`src/rtl/queue_pkg.sv`:
```
// Shared helpers for the stream blocks (queue, repack, unpack).
// Handshake: a word moves when stb && rdy at a rising clk edge.
package queue_pkg;

    // stb/rdy handshake used by every stream port in this datapath:
    //   the producer raises stb with data and holds both until rdy;
    //   the consumer raises rdy when it can take a word;
    //   a transfer happens on a rising clk edge where stb && rdy;
    //   stb never depends combinationally on rdy.

    // Ceiling log2, used for pointer and count widths.
    function automatic int clog2(input int n);
        int r;
        int v;
        r = 0;
        v = 1;
        while (v < n) begin
            v = v << 1;
            r = r + 1;
        end
        return r;
    endfunction

endpackage

```
`src/rtl/queue_ram.sv`:
```
// Storage for queue: 2**D x W, synchronous write, registered look-ahead read.
// Write-to-read-address collisions forward the write data into the read register.
module queue_ram
    import queue_pkg::*;
#(
    parameter int W = 8,
    parameter int D = 4
) (
    input  logic         clk,
    input  logic         rst,
    input  logic         we_i,
    input  logic [D-1:0] waddr_i,
    input  logic [W-1:0] wdata_i,
    input  logic         re_i,
    input  logic [D-1:0] raddr_i,
    output logic [W-1:0] rdata_o
);

    localparam int N = 1 << D;

    logic [W-1:0] mem_q [N];
    logic [W-1:0] rdata_q;
    logic [W-1:0] rdata_d;

    // Array contents are never reset so the array maps to block RAM.
    always_ff @(posedge clk) begin
        if (we_i) begin
            mem_q[waddr_i] <= wdata_i;
        end
    end

    // Next head word: forward the write if it lands on the read address.
    always_comb begin
        rdata_d = rdata_q;
        if (re_i) begin
            if (we_i && (waddr_i == raddr_i)) begin
                rdata_d = wdata_i;
            end else begin
                rdata_d = mem_q[raddr_i];
            end
        end
    end

    // Read register only loads when a valid head exists, keeping it X-free.
    always_ff @(posedge clk) begin
        if (rst) begin
            rdata_q <= '0;
        end else begin
            rdata_q <= rdata_d;
        end
    end

    assign rdata_o = rdata_q;

endmodule

```
`src/rtl/queue.sv`:
```
// Synchronous stb/rdy stream FIFO, 2**D words of W bits.
// Optional macro QUEUE_LEVEL_EN adds the lvl fill-level output.
module queue
    import queue_pkg::*;
#(
    parameter int W = 8,
    parameter int D = 4
) (
    input  logic         clk,
    input  logic         rst,
    input  logic         s_stb,
    input  logic [W-1:0] s_dat,
    output logic         s_rdy,
    output logic         m_stb,
    output logic [W-1:0] m_dat,
    input  logic         m_rdy
`ifdef QUEUE_LEVEL_EN
   ,output logic [D:0]   lvl
`endif
);

    localparam int DEPTH = 1 << D;
    localparam int AW = clog2(DEPTH);
    localparam logic [AW:0] FULL = (AW + 1)'(DEPTH);

    logic [AW-1:0] wr_ptr_q;
    logic [AW-1:0] wr_ptr_d;
    logic [AW-1:0] rd_ptr_q;
    logic [AW-1:0] rd_ptr_d;
    logic [AW:0]   cnt_q;
    logic [AW:0]   cnt_d;
    logic          push;
    logic          pop;
    logic          ram_we;
    logic          ram_re;

    // Flags come straight from the count register.
    assign s_rdy = (cnt_q != FULL);
    assign m_stb = (cnt_q != '0);

    assign push = s_stb && s_rdy;
    assign pop  = m_stb && m_rdy;

    // Pointer and count next-state.
    always_comb begin
        wr_ptr_d = wr_ptr_q;
        rd_ptr_d = rd_ptr_q;
        cnt_d    = cnt_q;
        if (push) begin
            wr_ptr_d = wr_ptr_q + AW'(1);
        end
        if (pop) begin
            rd_ptr_d = rd_ptr_q + AW'(1);
        end
        unique case ({push, pop})
            2'b10:   cnt_d = cnt_q + (AW + 1)'(1);
            2'b01:   cnt_d = cnt_q - (AW + 1)'(1);
            default: cnt_d = cnt_q;
        endcase
    end

    // Pointer and count registers; reset drops all queued words.
    always_ff @(posedge clk) begin
        if (rst) begin
            wr_ptr_q <= '0;
            rd_ptr_q <= '0;
            cnt_q    <= '0;
        end else begin
            wr_ptr_q <= wr_ptr_d;
            rd_ptr_q <= rd_ptr_d;
            cnt_q    <= cnt_d;
        end
    end

    // Head reloads when it advances, or when the first word enters an
    // empty queue; only while a next head actually exists.
    assign ram_we = push && !rst;
    assign ram_re = !rst && (cnt_d != '0) && (pop || (cnt_q == '0));

    queue_ram #(
        .W (W),
        .D (AW)
    ) u_ram (
        .clk     (clk),
        .rst     (rst),
        .we_i    (ram_we),
        .waddr_i (wr_ptr_q),
        .wdata_i (s_dat),
        .re_i    (ram_re),
        .raddr_i (rd_ptr_d),
        .rdata_o (m_dat)
    );

`ifdef QUEUE_LEVEL_EN
    assign lvl = cnt_q;
`endif

endmodule
```
`config.mk`:
```
export PLATFORM = sky130hd
export DESIGN_NAME = queue
export DESIGN_NICKNAME = d
export VERILOG_FILES = /design/src/rtl/queue_pkg.sv /design/src/rtl/queue_ram.sv /design/src/rtl/queue.sv
export SDC_FILE = /design/constraint.sdc
export NUM_CORES = 1
export LEC_CHECK = 0
export CORE_AREA = 2 2 129 131
export DETAILED_ROUTE_END_ITERATION = 12
export DIE_AREA = 0 0 131 133
export SLEW_MARGIN = 20
export SYNTH_ARGS = -nofsm -noshare
export SYNTH_HDL_FRONTEND = slang
export SYNTH_HIERARCHICAL = 1
export SYNTH_SLANG_ARGS = --single-unit
```
`constraint.sdc`:
```
create_clock -name clk -period 4.55 [get_ports clk]
set_input_delay 0.6825 -clock clk [delete_from_list [all_inputs] [get_ports clk]]
set_output_delay 0.6825 -clock clk [all_outputs]
set_load 0.05 [all_outputs]
```
## Word level (Yosys, flattened, before mapping)

Memories as Yosys holds them, arrays and structs flattened. A register that Yosys moved wholly into a read port is not among the register bits.
Cells that the tools add are included.

| word-level totals | value |
|---|---|
| memories kept | 1 |
| logic and storage cells | 25 |
| ROM bits | 0 |
| register bits | 13 |
| input port bits | 12 |
| RAM bits | 128 |
| output and inout port bits | 10 |
| bits in latches | 0 |

| operators by class | value |
|---|---|
| order comparisons | 0 |
| eq/ne operators | 3 |
| bitwise gates (word level) | 0 |
| divide/modulo/power cells | 0 |
| $mul | 0 |
| add/subtract/negate cells | 4 |
| reductions and logical operators | 10 |
| multiplexer cells | 4 |
| shift operators | 0 |

Memory list:

| memory | depth | width | rd ports | clocked after Yosys merged registers in | wr ports | RTL line | RTL |
|---|---|---|---|---|---|---|---|
| u_ram.mem_q | 16 | 8 | 1 | 1 | 1 | queue_ram.sv:21 | `logic [W-1:0] mem_q [N];` |

Operators with widths:

| operator | number |
|---|---|
| case mux 5 bit (2 select lines) | 1 |
| nonzero test 5 bit | 2 |
| adder 4 x 1 -> 4 bit, second input constant | 2 |
| adder 5 x 1 -> 5 bit, second input constant | 1 |
| logical AND 1 bit | 5 |
| zero test 5 bit | 1 |
| != test 5 bit, second input constant | 1 |
| subtractor 5 x 1 -> 5 bit, second input constant | 1 |
| 2-to-1 mux 4 bit | 1 |
| equality test 2 x 1 -> 1 bit, second input constant | 1 |
| equality test 2 bit, second input constant | 1 |
| 2-to-1 mux 1 bit | 2 |
| zero test 1 bit | 1 |
| logical OR 1 bit | 1 |

## Logic depth before layout (Yosys ltp)

| depth | value |
|---|---|
| depth after elaboration | 7 |
| depth in mapped cells | 15 |
| gate-level depth less buffers | 13 |

## Cells and area by module

Netlist, hierarchy kept.

By module, submodules not included:

| module | cells each | area each (um^2) | sequential area each (um^2) | times used |
|---|---|---|---|---|
| queue_ram | 293 | 5481.5 | 4003.8 | 1 |
| queue | 87 | 803.3 | 260.2 | 1 |

## Worst setup path before layout

No wires, ideal clock.

| path | value |
|---|---|
| kind | register -> register |
| from | register cnt_q[0] |
| to | register u_ram.rdata_q[0], in the netlist u_ram/rdata_o[0], read port of u_ram.mem_q |
| required time | 4.420 ns |
| setup slack | 1.031 ns |
| arrival time | 3.389 ns |
| library setup time | 0.130 ns |
| buffers on the path | 2 |
| cell stages (with the launch flop) | 15 |
| cell sequence | dfxtp_1 or4_1 buf_2 o21ai_4 inv_1 ha_1 ha_1 a21oi_1 a211o_1 a21o_1 a31oi_1 clkbuf_1 inv_1 o41ai_1 a31oi_1 |

| on the way | value |
|---|---|
| cells in the longest elaborated chain, start to end | 7 |
| elaborated cells between the ends (all ways) | 15 |
| classes of those cells | add/sub: 2; eq/ne: 3; mux: 2; reduce/logical: 8 |

RTL lines:

| element | RTL line | RTL |
|---|---|---|
| start, declared | queue.sv:30 | `logic [AW:0] cnt_q;` |
| start signal, assigned | queue.sv:71 | `cnt_q <= cnt_d;` |
| parallel branches: the longest is 6 deep, another holds subtractor 5 x 1 -> 5 bit | - |  |
| logical AND 1 bit (*) | queue.sv:78 | `assign ram_re = !rst && (cnt_d != '0) && (pop \|\| (cnt_q == '0));` |
| named net ram_re | queue.sv:35 | `logic ram_re;` |
| end, declared | queue_ram.sv:22 | `logic [W-1:0] rdata_q;` |

Mark *: on every way through the listed nets, which the timed path passes.
A chain may end at the register's enable or synchronous reset.

## Worst setup path in the final report

| path | value |
|---|---|
| from | register cnt_q[0] |
| to | register u_ram.rdata_q[4], in the netlist u_ram/rdata_o[4], read port of u_ram.mem_q |

The elaborated chain is that of the path after synthesis.

==> metrics <==
die area=0.0174 mm^2; core area=0.0162 mm^2; CP Capture Type=register; Placed Area=0.00673 mm^2; post-synthesis register bit count=149; Max VDD drop=323 uV; via/cell ratio=5.30; P&R area growth vs syn=16.4%; Overflow after GRT=0; FFs w/ async S/R, synth=0; CP max stage delay=750 ps; Clock Path Buffers=2; Avg Inst Size Synth=16.5 um^2; RSZ-0062 raised after global routing=false; r2r setup slk=580 ps; clock buffers created by TritonCTS=17; die width=131 um; final hold violation count=0; via count=3394; Starting Density=0.389; WP data arrival=4260 ps; Top Ports=22; FF/Latch Area=0.00426 mm^2; share of cells above drive strength 1=0.155; Post-Syn Area=0.00628 mm^2; hold endpoint=u_ram/rdata_o[2]; nets@finish=427; final worst slack=575 ps; biggest area consumer among synthesized cells=edfxtp_1; dpl hpwl=8.15 mm; Clock Sinks=149; Yosys top cell area share=0.612; hold buffers post-CTS=0; WP data required=4830 ps; vias in the first global route=3449; measured slew at the worst slew-check pin=904 ps; max-cap check violation count=0; Die Ht=133 um; Site Rows=47; commonest cells after routing, fill and taps aside=edfxtp_1 (128), nor2_1 (40), dfxtp_1 (21), clkdlybuf4s50_1 (21), mux2i_1 (20); Synth area leaders=edfxtp_1 (61%), dfxtp_1 (6.7%), mux4_1 (6.7%), mux2i_1 (3.2%), mux4_2 (2.9%); Final period util=0.874; P_leak=0.00236 uW; Worst Hold Depth=4; final instance area=0.00732 mm^2; Syn Nets=399; H-tree Lvls=4; reg2reg path depth=13; initial antenna violation count=0; Slowest cell on crit path=or4_1; final setup vio count=0; commonest non-fill, non-tap cell in the layout=edfxtp_1; post-synthesis sequential area ratio=0.678; fill count=1395; ANT nets after route=0; DRT iter0 DRCs=247; post-layout min period=3970 ps; CTS tree=done; R2R Path End=u_ram/rdata_o[4]; post-place setup slack=304 ps; Hold Crit Class=register to register; CTS Root Cell=clkbuf_16; Worst setup SP type=register; worst path bufs/invs=3; # resized after CTS=0; n_diodes=0; delay-heaviest family, CP=compound AO/OA/AOI/OAI gates; hold_sp=u_ram/rdata_o[2]; Port Buffer Count=21; pwr dens=570 mW/mm^2; setup_tns=0 ps; Yosys cell types=49; Detailed Route WL=12.9 mm; Post-synth EDFFs=128; Multi-input gate area=0.00188 mm^2; Synth Flop Type=edfxtp_1; final core utilization=0.452; GRT Resource Usage Total=0.161; crit path kind=register to register; setup bufs post-CTS=0; clk_lat worst skew=420 ps; RD Place Congestion=0.802; fin. max-slew vios=0; largest net degree at the start of global routing=43; Achievable Freq=252 MHz; DRC=0; crit-path cells=or4_1, o21ai_4, inv_1, ha_1, ha_1, a21oi_1, a211o_1, a21o_1, a31oi_1, buf_4, inv_1, o41ai_1, a31oi_1; Relative slew margins=0.395; Final Skew=9.98 ps; Yosys Warn Count=6; Cells after Synth=380; status=finished, final reports clean; routed len/inst=20.2 um; first-pass GRT wire length=20.2 mm; Crit Reg-Reg Startpoint=cnt_q[0]; Worst Path Max Fanout=10; Pre-Repair DR Iteration Count=4; Total Power=4170 uW; CTS clock-pin slew for the worst setup and hold paths=60 ps
synth_stat cells, drive strengths merged, types with 6 or more instances:
cell type and count:
edfxtp 128, nor2 40, mux4 24, dfxtp 21, mux2i 20, buf 14, nand2 11, a31oi 9
xnor2 9, clkbuf 8, mux2 8, o41ai 8, o21ai 7, a221oi 6, ha 6, nand3 6
cells by family (layout without fill, tap and decap cells):
kind of cell,count (synthesis),count (layout),synth area share
xor gates and xnor gates,12,12,0.0167
DFF,149,149,0.678
muxes,52,52,0.142
and+or+nand+nor,86,86,0.0665
adders and majority gates,7,7,0.0151
buffers and inverters,27,67,0.0243
AOI/OAI and AO/OA,47,47,0.0565
worst max path at each step:
stage / start / endpoint / slack, ps / depth (start not counted)
6_report: cnt_q[0] / u_ram/rdata_o[4] / 580 / 13
5_1_grt: cnt_q[0] / u_ram/rdata_o[4] / 290 / 13
4_1_cts: cnt_q[0] / u_ram/rdata_o[4] / 620 / 13
3_5_place_dp: s_stb / u_ram/rdata_o[4] / 300 / 13
3_3_place_gp: s_stb / u_ram/rdata_o[3] / 460 / 13
2_1_floorplan: cnt_q[0] / u_ram/rdata_o[0] / 1030 / 14
per-stage QoR:
stage          hold slack [ps]  instances
6_report                   571        640
2_1_floorplan              500        380
4_1_cts                    565        640
3_5_place_dp               550        609
3_3_place_gp               544        609
5_1_grt                    602        640
metal layers:
metal,GRT usage,wire (um),vias to the layer above
met2,0.245,6190,82
met3,0.0400,637,19
li1,-,-,1568
met5,0,0,-
met4,0.0656,271,0
met1,0.221,5830,1725
power breakdown:
group          internal (uW)  total (uW)  leakage, uW  switching, uW
registers               1550        1600      0.00133           53.2
logic                    498        1180     0.000755            684
clock network            821        1390     0.000280            570
total                   2860        4170      0.00236           1310
flip-flops by register name (all words and copies together) (netlist names):
name / cells
u_ram/mem_q: 128
u_ram/rdata_o: 8
cnt_q: 5
rd_ptr_q: 4
wr_ptr_q: 4
layout make-up:
class,count,share of cell area
clock buffers,17,0.0581
clock inverters,14,0.0224
inverters,5,0.00257
multi-input cells,204,0.257
flip-flops and latches,149,0.583
well taps,220,0.0376
repair buffers,31,0.0390
worst register-to-register path: cells and delay by family, from the launching register on:
family | cells | cell delay [ps]
AOI/OAI and AO/OA | 7 | 1620
adders and majority gates | 2 | 670
buffers and inverters | 3 | 410
DFF | 1 | 380
and+or+nand+nor | 1 | 750
(Power assumes the default switching activity.)
